$ cat src/rtl/token_retime_buf_pkg.sv
// Shared types and helpers for the token retiming buffer.
//   fsm_tokbuf  : watermark state machine encoding (EMPTY, FILL, HOLD)
//   count_width : bit width needed to hold an occupancy of 0..depth
package token_retime_buf_pkg;

  typedef enum logic [1:0] {
    EMPTY = 2'd0,
    FILL  = 2'd1,
    HOLD  = 2'd2
  } fsm_tokbuf;

  function automatic int count_width(input int depth);
    return $clog2(depth + 1);
  endfunction

endpackage

$ cat src/rtl/token_fifo_core.sv
// Elastic storage for the token retiming buffer: DEPTH-entry circular queue
// with write/read pointers and an occupancy counter. The caller qualifies
// push and pop; this block never refuses a request on its own.
// Ports:
//   clock, reset : clock and synchronous active-high reset (clears storage too)
//   push, pop    : qualified enqueue / dequeue strobes for this cycle
//   data         : token written on push
//   head         : token at the read pointer (registered storage, no bypass)
//   count        : current occupancy, 0..DEPTH
//   full, empty  : occupancy == DEPTH / occupancy == 0
module token_fifo_core
  import token_retime_buf_pkg::*;
#(
  parameter int WIDTH = 32,
  parameter int DEPTH = 4
) (
  input  logic                            clock,
  input  logic                            reset,
  input  logic                            push,
  input  logic                            pop,
  input  logic [WIDTH-1:0]                data,
  output logic [WIDTH-1:0]                head,
  output logic [count_width(DEPTH)-1:0]   count,
  output logic                            full,
  output logic                            empty
);

  localparam int CW = count_width(DEPTH);
  localparam int PW = $clog2(DEPTH);

  logic [WIDTH-1:0] storage [DEPTH];
  logic [PW-1:0]    wptr;
  logic [PW-1:0]    rptr;

  // DEPTH is a power of two, so pointer overflow is the modulo wrap.
  always_ff @(posedge clock) begin
    if (reset) begin
      for (int i = 0; i < DEPTH; i++) begin
        storage[i] <= '0;
      end
      wptr  <= '0;
      rptr  <= '0;
      count <= '0;
    end else begin
      if (push) begin
        storage[wptr] <= data;
        wptr          <= wptr + PW'(1);
      end
      if (pop) begin
        rptr <= rptr + PW'(1);
      end
      case ({push, pop})
        2'b10:   count <= count + CW'(1);
        2'b01:   count <= count - CW'(1);
        default: count <= count;
      endcase
    end
  end

  assign head  = storage[rptr];
  assign full  = (count == CW'(DEPTH));
  assign empty = (count == '0);

endmodule

$ cat src/rtl/token_retime_buf.sv
// Parametrised Valid/Nack token retiming buffer. Tokens from an upstream
// producer are queued in a DEPTH-entry elastic buffer and presented to the
// downstream consumer. A registered Nack is raised toward upstream once
// occupancy reaches DEPTH-SKID, leaving SKID entries for tokens already in
// flight, and is released only when occupancy falls to LO_MARK or below.
// Ports:
//   clock, reset : clock and synchronous active-high reset
//   I_Valid      : token present from upstream
//   I_Data       : token payload
//   I_Nack       : downstream refuses the head token this cycle
//   O_Valid      : queue non-empty, head token offered downstream
//   O_Data       : head-of-queue token
//   O_Nack       : backpressure to upstream (registered, hysteretic)
//   O_Count      : current occupancy
//   O_Overflow   : sticky, set when a token arrived while full and not popping
module token_retime_buf
  import token_retime_buf_pkg::*;
#(
  parameter int WIDTH   = 32,
  parameter int DEPTH   = 4,
  parameter int SKID    = 2,
  parameter int LO_MARK = 1
) (
  input  logic                            clock,
  input  logic                            reset,
  input  logic                            I_Valid,
  input  logic [WIDTH-1:0]                I_Data,
  input  logic                            I_Nack,
  output logic                            O_Valid,
  output logic [WIDTH-1:0]                O_Data,
  output logic                            O_Nack,
  output logic [count_width(DEPTH)-1:0]   O_Count,
  output logic                            O_Overflow
);

  localparam int            CW      = count_width(DEPTH);
  localparam logic [CW-1:0] HI_MARK = CW'(DEPTH - SKID);
  localparam logic [CW-1:0] LO_LVL  = CW'(LO_MARK);

  logic          push;
  logic          pop;
  logic          full;
  logic          empty;
  logic [CW-1:0] count;
  logic [CW-1:0] count_next;
  fsm_tokbuf     state;
  fsm_tokbuf     state_next;

  token_fifo_core #(
    .WIDTH (WIDTH),
    .DEPTH (DEPTH)
  ) u_core (
    .clock (clock),
    .reset (reset),
    .push  (push),
    .pop   (pop),
    .data  (I_Data),
    .head  (O_Data),
    .count (count),
    .full  (full),
    .empty (empty)
  );

  assign O_Valid = ~empty;
  assign O_Count = count;

  // A full queue still accepts a token when the head leaves the same cycle.
  assign pop  = O_Valid & ~I_Nack;
  assign push = I_Valid & (~full | pop);

  always_comb begin
    count_next = count;
    case ({push, pop})
      2'b10:   count_next = count + CW'(1);
      2'b01:   count_next = count - CW'(1);
      default: count_next = count;
    endcase
  end

  // Watermark transitions look at post-edge occupancy so Nack rises on the
  // edge after the push that crosses DEPTH-SKID.
  always_comb begin
    state_next = EMPTY;
    case (state)
      EMPTY: begin
        if (count_next >= HI_MARK)   state_next = HOLD;
        else if (count_next != '0)   state_next = FILL;
        else                         state_next = EMPTY;
      end
      FILL: begin
        if (count_next >= HI_MARK)   state_next = HOLD;
        else if (count_next == '0)   state_next = EMPTY;
        else                         state_next = FILL;
      end
      HOLD: begin
        // Between LO_MARK and HI_MARK the Nack is held: hysteresis band.
        if (count_next == '0)        state_next = EMPTY;
        else if (count_next <= LO_LVL) state_next = FILL;
        else                         state_next = HOLD;
      end
      default: state_next = EMPTY;
    endcase
  end

  always_ff @(posedge clock) begin
    if (reset) begin
      state      <= EMPTY;
      O_Nack     <= 1'b0;
      O_Overflow <= 1'b0;
    end else begin
      state  <= state_next;
      O_Nack <= (state_next == HOLD);
      if (I_Valid & ~push) begin
        O_Overflow <= 1'b1;
      end
    end
  end

endmodule

$ cat config.mk
export PLATFORM = sky130hd
export DESIGN_NAME = token_retime_buf
export DESIGN_NICKNAME = d
export VERILOG_FILES = /design/src/rtl/token_retime_buf_pkg.sv /design/src/rtl/token_fifo_core.sv /design/src/rtl/token_retime_buf.sv
export SDC_FILE = /design/constraint.sdc
export NUM_CORES = 1
export LEC_CHECK = 0
export CAP_MARGIN = 10
export CELL_PAD_IN_SITES_DETAIL_PLACEMENT = 1
export CELL_PAD_IN_SITES_GLOBAL_PLACEMENT = 2
export CORE_ASPECT_RATIO = 1.1
export CORE_MARGIN = 3
export CORE_UTILIZATION = 44
export DETAILED_ROUTE_END_ITERATION = 16
export PLACE_DENSITY = 0.86
export SLEW_MARGIN = 20
export SYNTH_ARGS = -nofsm -noshare
export SYNTH_HDL_FRONTEND = slang
export SYNTH_SLANG_ARGS = --single-unit
$ cat constraint.sdc
create_clock -name clock -period 12.15 [get_ports clock]
set_input_delay 2.43 -clock clock [delete_from_list [all_inputs] [get_ports clock]]
set_output_delay 2.43 -clock clock [all_outputs]
set_load 0.01 [all_outputs]
## Word level (Yosys, flattened, before mapping)

Memory sizes are Yosys's and may differ from the RTL's. A register that Yosys moved wholly into a read port is not among the register bits.
Index checks and enable logic that the tools add are counted.

| word-level totals | value |
|---|---|
| register bits after elaboration | 11 |
| bits in writable memories | 128 |
| memories | 1 |
| word-level logic and storage cells | 50 |
| input bits | 36 |
| output and inout bits | 38 |

| cells by class | value |
|---|---|
| equal/unequal tests | 6 |
| $lt $le $gt $ge | 2 |
| add/subtract/negate cells | 4 |
| reductions and logical operators | 5 |
| muxes and demuxes | 18 |
| bitwise gates (word level) | 8 |

Memories:

| memory | words | width | read ports | clocked after Yosys merged registers in | wr ports | line | RTL |
|---|---|---|---|---|---|---|---|
| u_core.storage | 4 | 32 | 1 | 1 | 4 | token_fifo_core.sv:31 | `logic [WIDTH-1:0] storage [DEPTH];` |

Operators by type and width:

| kind | number |
|---|---|
| $mux W32 | 1 |
| $reduce_or A32 Y1 | 1 |
| $mux W2 | 7 |
| $mux W1 | 8 |
| $eq A2 B2 Y1 const B | 3 |
| $logic_not A3 Y1 | 2 |
| $pmux W2 S3 | 1 |
| $pmux W3 S2 | 1 |
| $add A2 B1 Y2 const B | 2 |
| $eq A2 B1 Y1 const B | 2 |
| $not A1 Y1 | 4 |
| $add A3 B1 Y3 const B | 1 |
| $and A1 B1 Y1 | 3 |
| $eq A3 B3 Y1 const B | 1 |
| $ge A3 B2 Y1 const B | 1 |
| $le A3 B1 Y1 const B | 1 |
| $reduce_bool A3 Y1 | 1 |
| $sub A3 B1 Y3 const B | 1 |
| $logic_not A2 Y1 | 1 |
| $or A1 B1 Y1 | 1 |

## Longest topological paths before layout

Gate-level depths: netlist (run 1).

| logic depth | value |
|---|---|
| word-level depth | 12 |
| mapped depth | 8 |
| depth with buffers taken out | 7 |

## By module

Synthesis (run 1) repeated with hierarchy kept, for this count alone.

| unflattened totals | value |
|---|---|
| cells, all modules | 382 |
| area total of the unflattened synthesis | 6200.9 µm² |

By module, submodules not included:

| module | area each (µm²) | instances | sequential area each (µm²) | cells an instance |
|---|---|---|---|---|
| token_fifo_core | 5959.5 | 1 | 4023.9 | 356 |
| token_retime_buf | 241.5 | 1 | 80.1 | 26 |

## Least setup slack after synthesis (run 1)

OpenSTA, ideal clock, no wires.

| timing path | value |
|---|---|
| kind | input to register |
| from | input I_Nack |
| to | memory u_core.storage[2][0], enable pin |
| library setup time | 0.466 ns |
| stages | 3 |
| buffers on the path | 0 |
| path slack | 6.552 ns |
| arrival | 5.132 ns |
| required time | 11.684 ns |
| path through | and4bb_4 nand2b_4 o21ai_0 |

RTL lines:

| what | line | RTL |
|---|---|---|
| start: declaration | token_retime_buf.sv:28 | `input logic I_Nack,` |
| end: declaration | token_fifo_core.sv:31 |  |

==> run metrics, run 1 <==
worst-skew pair later-pin latency=~420 ps; Hold Crit Class=reg2reg; Port Buffer Count=73; Root Buffer=clkbuf_16; WL/cell=around 21 um; Iter 0 DRT Violations=around 170; vias in the first global route=3819; CP Max Fanout=25; Final Skew=between 6 and 7 ps; Setup WS pre-CTS=roughly 6800 ps; Post-synth top flop=edfxtp_1; Routed Antenna Nets=0; # diodes=0; Hold Crit Depth=2; RePlAce Congestion=0.696; crit path setup slack, layout=7130 ps; hold path start=O_Overflow; DP HPWL=7970 um; Hold Path Sink=O_Overflow; cts repair resizes=0; Reg clk slew, reported paths=~60 ps; fin crit period=5020 ps; post-synthesis cell count=390; most frequent cells in the layout=edfxtp_1, and2_1, clkdlybuf4s50_1; Slew Viols, Final=0; dpl cells=629; mapped cell area=0.00623 mm^2; Area Overhead vs Synth=24.6%; initial antenna violation count=0; Critical R2R Launch=u_core.count[0]; most area-consuming cells after synthesis=edfxtp_1, mux4_2, and2_1; total CTS buffers=17; Final Setup Violations=0; final net count=501; Final Instance Count excl. Fillers=661; crit path launch type=flop; reg2reg end=u_core.storage[0][26]; number of synthesized flops with an enable pin=128; row count=44; commonest non-fill, non-tap cell in the layout=edfxtp_1; H-tree levels=4; grt ovf=0; vias per inst=between 5 and 6; net count after synthesis=427; core footprint=0.0135 mm^2; Clock Path Buffers=2; final worst-path cycle share=0.413; synth warn=0; IO Pins=74; post-CTS setup buffers=0; final setup TNS=0 ps; cts hold-fix bufs=0; status=finished clean; MaxCap Viol Count=0; first-pass GRT wire length=21800 um; starting density of the core=0.460; Netlist cell types=39; largest vdd supply drop=0.0974 mV; post-synth top area cell=edfxtp_1; R2R cell count=5; Max-slew headroom=0.394; Critical Path RT=9720 ps; share of layout cells above drive strength 1=0.218; total clock sinks=141; Crit Path Class=reg2out; routed wire length=~14000 um; Avg Cell Area, Syn=16.0 um^2; Tot GR Track Use=0.190; Arr. time, crit path=2590 ps; die extent in y=131 um; register area share after synthesis=0.659; synthesized flop and latch total=between 100 and 150; vias=3448; CTS tree=built; largest net degree at the start of global routing=34; measured slew at the worst slew-check pin=909 ps; die area=0.0156 mm^2; Leak=2.79 nW; ys async rst share=0; router iterations before antenna repair=6; # DRC=0; fmax=199 MHz; FF-to-FF setup slack=9480 ps; PD cells=174 mW/mm^2; RSZ-0062 raised after global routing=no; post-layout util=0.573; CP endpoint kind=output port; die width=119 um; Final Hold Fails=0; Fin Hold WS=between 400 and 500 ps; top cell type's share of synthesized area=0.617
-- cell type report --
| cell class | count | area (um^2) |
|---|---|---|
| clock buffers | 26 | 509 |
| clock inverters | 6 | 105 |
| fillers | 1270 | 5780 |
| inverters | 5 | 18.8 |
| multi-input cells | 220 | 2020 |
| flip-flops and latches | 141 | 4110 |
| well taps | 184 | 230 |
| repair buffers | 79 | 776 |
-- power by group --
group | switching, W | total [W] | leakage, nW | internal (W)
clock | 0.000189 | 0.000538 | 0.304 | 0.000349
sequential | 0.0000242 | 0.000599 | 1.44 | 0.000574
combinational | 0.0000956 | 0.000212 | 1.05 | 0.000116
total | 0.000308 | 0.00135 | 2.79 | 0.00104
-- state kept, by name, summed over array words and instances, names as in the netlist, named ones only --
signal	cells
u_core.count	3
u_core.rptr	2
u_core.storage	128
u_core.wptr	2
state	2
O_Overflow	1
O_Nack	1
-- metrics by stage --
stage / power [W] / cell area (um^2)
6_report: 0.00135 / 7760
5_1_grt: 0.00140 / 7760
4_1_cts: 0.00136 / 7760
3_5_place_dp: 0.000823 / 7150
3_3_place_gp: 0.000814 / 7150
2_1_floorplan: 0.000720 / 6230
-- cell usage after synthesis, drive strengths merged, types with 2 or more instances --
master    n
and2    130
edfxtp  128
mux4     32
clkbuf   16
dfxtp    13
a21oi     8
buf       8
nor2      7
inv       5
nor3      4
xnor2     4
nand2     3
nand2b    3
nor3b     3
o21ai     3
or2       3
a211oi    2
a21boi    2
nor2b     2
or3       2
-- per-layer routing --
layer	track usage	part of all wire	vias up
li1	-	-	1578
met3	0.0426	0.039	18
met4	0.0755	0.017	0
met5	0	0	-
met1	0.226	0.42	1767
met2	0.338	0.53	85
-- worst max-delay path by stage --
stage,endpoint,depth (start not counted),slack (ps)
after floorplan,u_core.storage[2][0],3,6550
after global placement,u_core.storage[0][22],6,6880
after detailed placement,u_core.storage[0][24],6,6830
after CTS,O_Data[31],3,7060
after global routing,O_Data[31],3,6950
final,O_Data[31],3,7130
-- worst max-delay path, cell delays in order (launching register included) --
cell and delay (ps):
dfxtp_2 500, buf_4 530, mux4_2 620, clkdlybuf4s50_1 500
-- cell families after synthesis --
logic type / after synthesis / synth area share
fa+ha+maj: 1 / 0.00321
buf+inv: 29 / 0.0221
compound gates: 20 / 0.0201
mux: 33 / 0.117
simple gates: 162 / 0.173
flops: 141 / 0.659
xor+xnor: 4 / 0.00562
Power figures use the tool's default switching activity.
==> inputs of run 2 (changes only) <==
CORE_UTILIZATION = 37   (was 44)
PLACE_DENSITY = 0.77   (was 0.86)
clock period = 4.05 ns   (was 12.15 ns; I/O delays follow)
==> run 2 against run 1 <==
  * Critical endpoint unchanged
  * Worst setup slack got worse by 6200 ps
  * Die area rose by 18%
  * First-iteration DRC count up 7.6%
  * Clock power rose to 2.6 times the previous value
  * Hold slack better by 38 ps
  * Count of clock-buffer cells in the layout is 4 lower
  * Flip-flop and latch count unchanged
==> run metrics, run 2 (same netlist as run 1, synthesis figures left out) <==
die area=0.0184 mm^2 (was 0.0156 mm^2); max reg flops=128 (unchanged); Largest regs=u_core.storage x128, u_core.count x3 (unchanged); FF-to-FF setup slack=1510 ps (was 9480 ps); Routed Antenna Nets=0 (unchanged); H-tree levels=4 (unchanged); cts hold-fix bufs=0 (unchanged); vias per inst=5.04 (was 5.22); PD cells=493 mW/mm^2 (was 174 mW/mm^2); hold path start=u_core.rptr[1] (was O_Overflow); die width=130 um (was 119 um); Arr. time, crit path=2340 ps (was 2590 ps); DP Area=0.00722 mm^2 (was 0.00715 mm^2); WL/cell=20.1 um (was 20.9 um); # diodes=0 (unchanged); row count=49 (was 44); first-pass GRT wire length=21600 um (was 21800 um); die extent in y=142 um (was 131 um); Hold Crit Class=reg2reg (unchanged); share of layout cells above drive strength 1=0.213 (was 0.218); Hold Crit Depth=2 (unchanged); worst-skew pair later-pin latency=410 ps (was 420 ps); Final Cell Area=0.00774 mm^2 (was 0.00776 mm^2); RePlAce Congestion=0.778 (was 0.696); largest net degree at the start of global routing=33 (was 34); initial antenna violation count=0 (unchanged); MaxCap Viol Count=0 (unchanged); vias in the first global route=3832 (was 3819); CP endpoint kind=output port (unchanged); Clock Path Buffers=2 (unchanged); final worst-path cycle share=0.778; final net count=504 (was 501); measured slew at the worst slew-check pin=959 ps (was 909 ps); largest vdd supply drop=0.276 mV (was 0.0974 mV); Area Overhead vs Synth=24.2% (was 24.6%); DP HPWL=8120 um (was 7970 um); Leak=2.77 nW (was 2.79 nW); fmax=317 MHz; Crit Path Class=reg2out (unchanged); Root Buffer=clkbuf_16 (unchanged); total clock sinks=141 (unchanged); Port Buffer Count=73 (unchanged); CP Max Fanout=32 (was 25); Slew Viols, Final=0 (unchanged); starting density of the core=0.379 (was 0.460); status=finished clean (unchanged); Reg clk slew, reported paths=50 ps (was 60 ps); # DRC=0 (unchanged); final setup TNS=0 ps (unchanged); Biggest register=u_core.storage (unchanged); Final Skew=6.64 ps (was 6.28 ps); Critical Path RT=3240 ps (was 9720 ps); Final Setup Violations=0 (unchanged); CTS tree=built (unchanged); cts repair resizes=0 (unchanged); RSZ-0062 raised after global routing=no (unchanged); router iterations before antenna repair=4 (was 6); Final Hold Fails=0 (unchanged); R2R cell count=7 (was 5); fin crit period=roughly 3100 ps; total CTS buffers=17 (unchanged); vias=3450 (was 3448); most frequent cells in the layout=edfxtp_1, and2_1, clkdlybuf4s50_1 (unchanged); crit path launch type=flop (unchanged); Max-slew headroom=0.360 (was 0.394); routed wire length=13700 um (was 13800 um); Tot GR Track Use=0.158 (was 0.190); commonest non-fill, non-tap cell in the layout=edfxtp_1 (unchanged); post-CTS setup buffers=0 (unchanged); grt ovf=0 (unchanged); Iter 0 DRT Violations=185 (was 172); Critical R2R Launch=u_core.count[2] (was u_core.count[0]); reg2reg end=state[0] (was u_core.storage[0][26]); core footprint=0.0164 mm^2 (was 0.0135 mm^2); IO Pins=74 (unchanged)
[run 2: cell count changes in the layout (fill, tap and decap cells not counted), sizes merged]
| cell | change |
|---|---|
| clkinv | +5 |
| clkbuf | -4 |
| buf | +3 |
| bufinv | -2 |
| clkinvlp | +1 |
[run 2: worst max path at each step]
stage | cells past startpoint | to | startpoint
6_report | 2 | O_Data[31] | flop
5_1_grt | 2 | O_Data[31] | flop
4_1_cts | 2 | O_Data[26] | flop
3_5_place_dp | 7 | state[0] | I_Valid
3_3_place_gp | 7 | state[0] | I_Valid
2_1_floorplan | 3 | u_core.storage[2][0] | I_Nack
[run 2: metal layers]
| metal | wire length [um] | vias up | global-route usage |
|---|---|---|---|
| met5 | 0 | - | 0 |
| met4 | 204 | 0 | 0.0580 |
| met3 | 510 | 13 | 0.0342 |
| met2 | 7030 | 74 | 0.268 |
| met1 | 5980 | 1776 | 0.200 |
| li1 | - | 1587 | - |
[run 2: power by group]
group	switching [W]	total, W	internal, W	leakage (nW)
logic	0.000295	0.000652	0.000358	1.07
registers	0.0000643	0.00179	0.00172	1.44
clock network	0.000547	0.00138	0.000831	0.254
[run 2: stage by stage]
stage / std cells / util / worst slack [ps] / hold slack, ps / total power (W)
5_1_grt: 684 / 0.471 / 804 / 548 / 0.00398
4_1_cts: 684 / 0.471 / 833 / 518 / 0.00386
6_report: 684 / 0.471 / 900 / 513 / 0.00382
2_1_floorplan: 390 / - / 72.1 / 488 / 0.00216
3_5_place_dp: 652 / 0.439 / 629 / 510 / 0.00248
3_3_place_gp: 652 / 0.439 / 731 / 503 / 0.00247
[run 2: worst max-delay path, cell delays in order, from the launching register on]
cell and delay [ps]:
dfxtp_2 960, mux4_2 470, clkdlybuf4s50_1 510
[run 2: final cells by class]
type	count	area, um^2
inverters	5	18.8
repair buffers	82	823
multi-input cells	220	2020
clock buffers	22	444
flip-flops and latches	141	4110
well taps	204	255
fillers	1611	8690
clock inverters	10	73.8
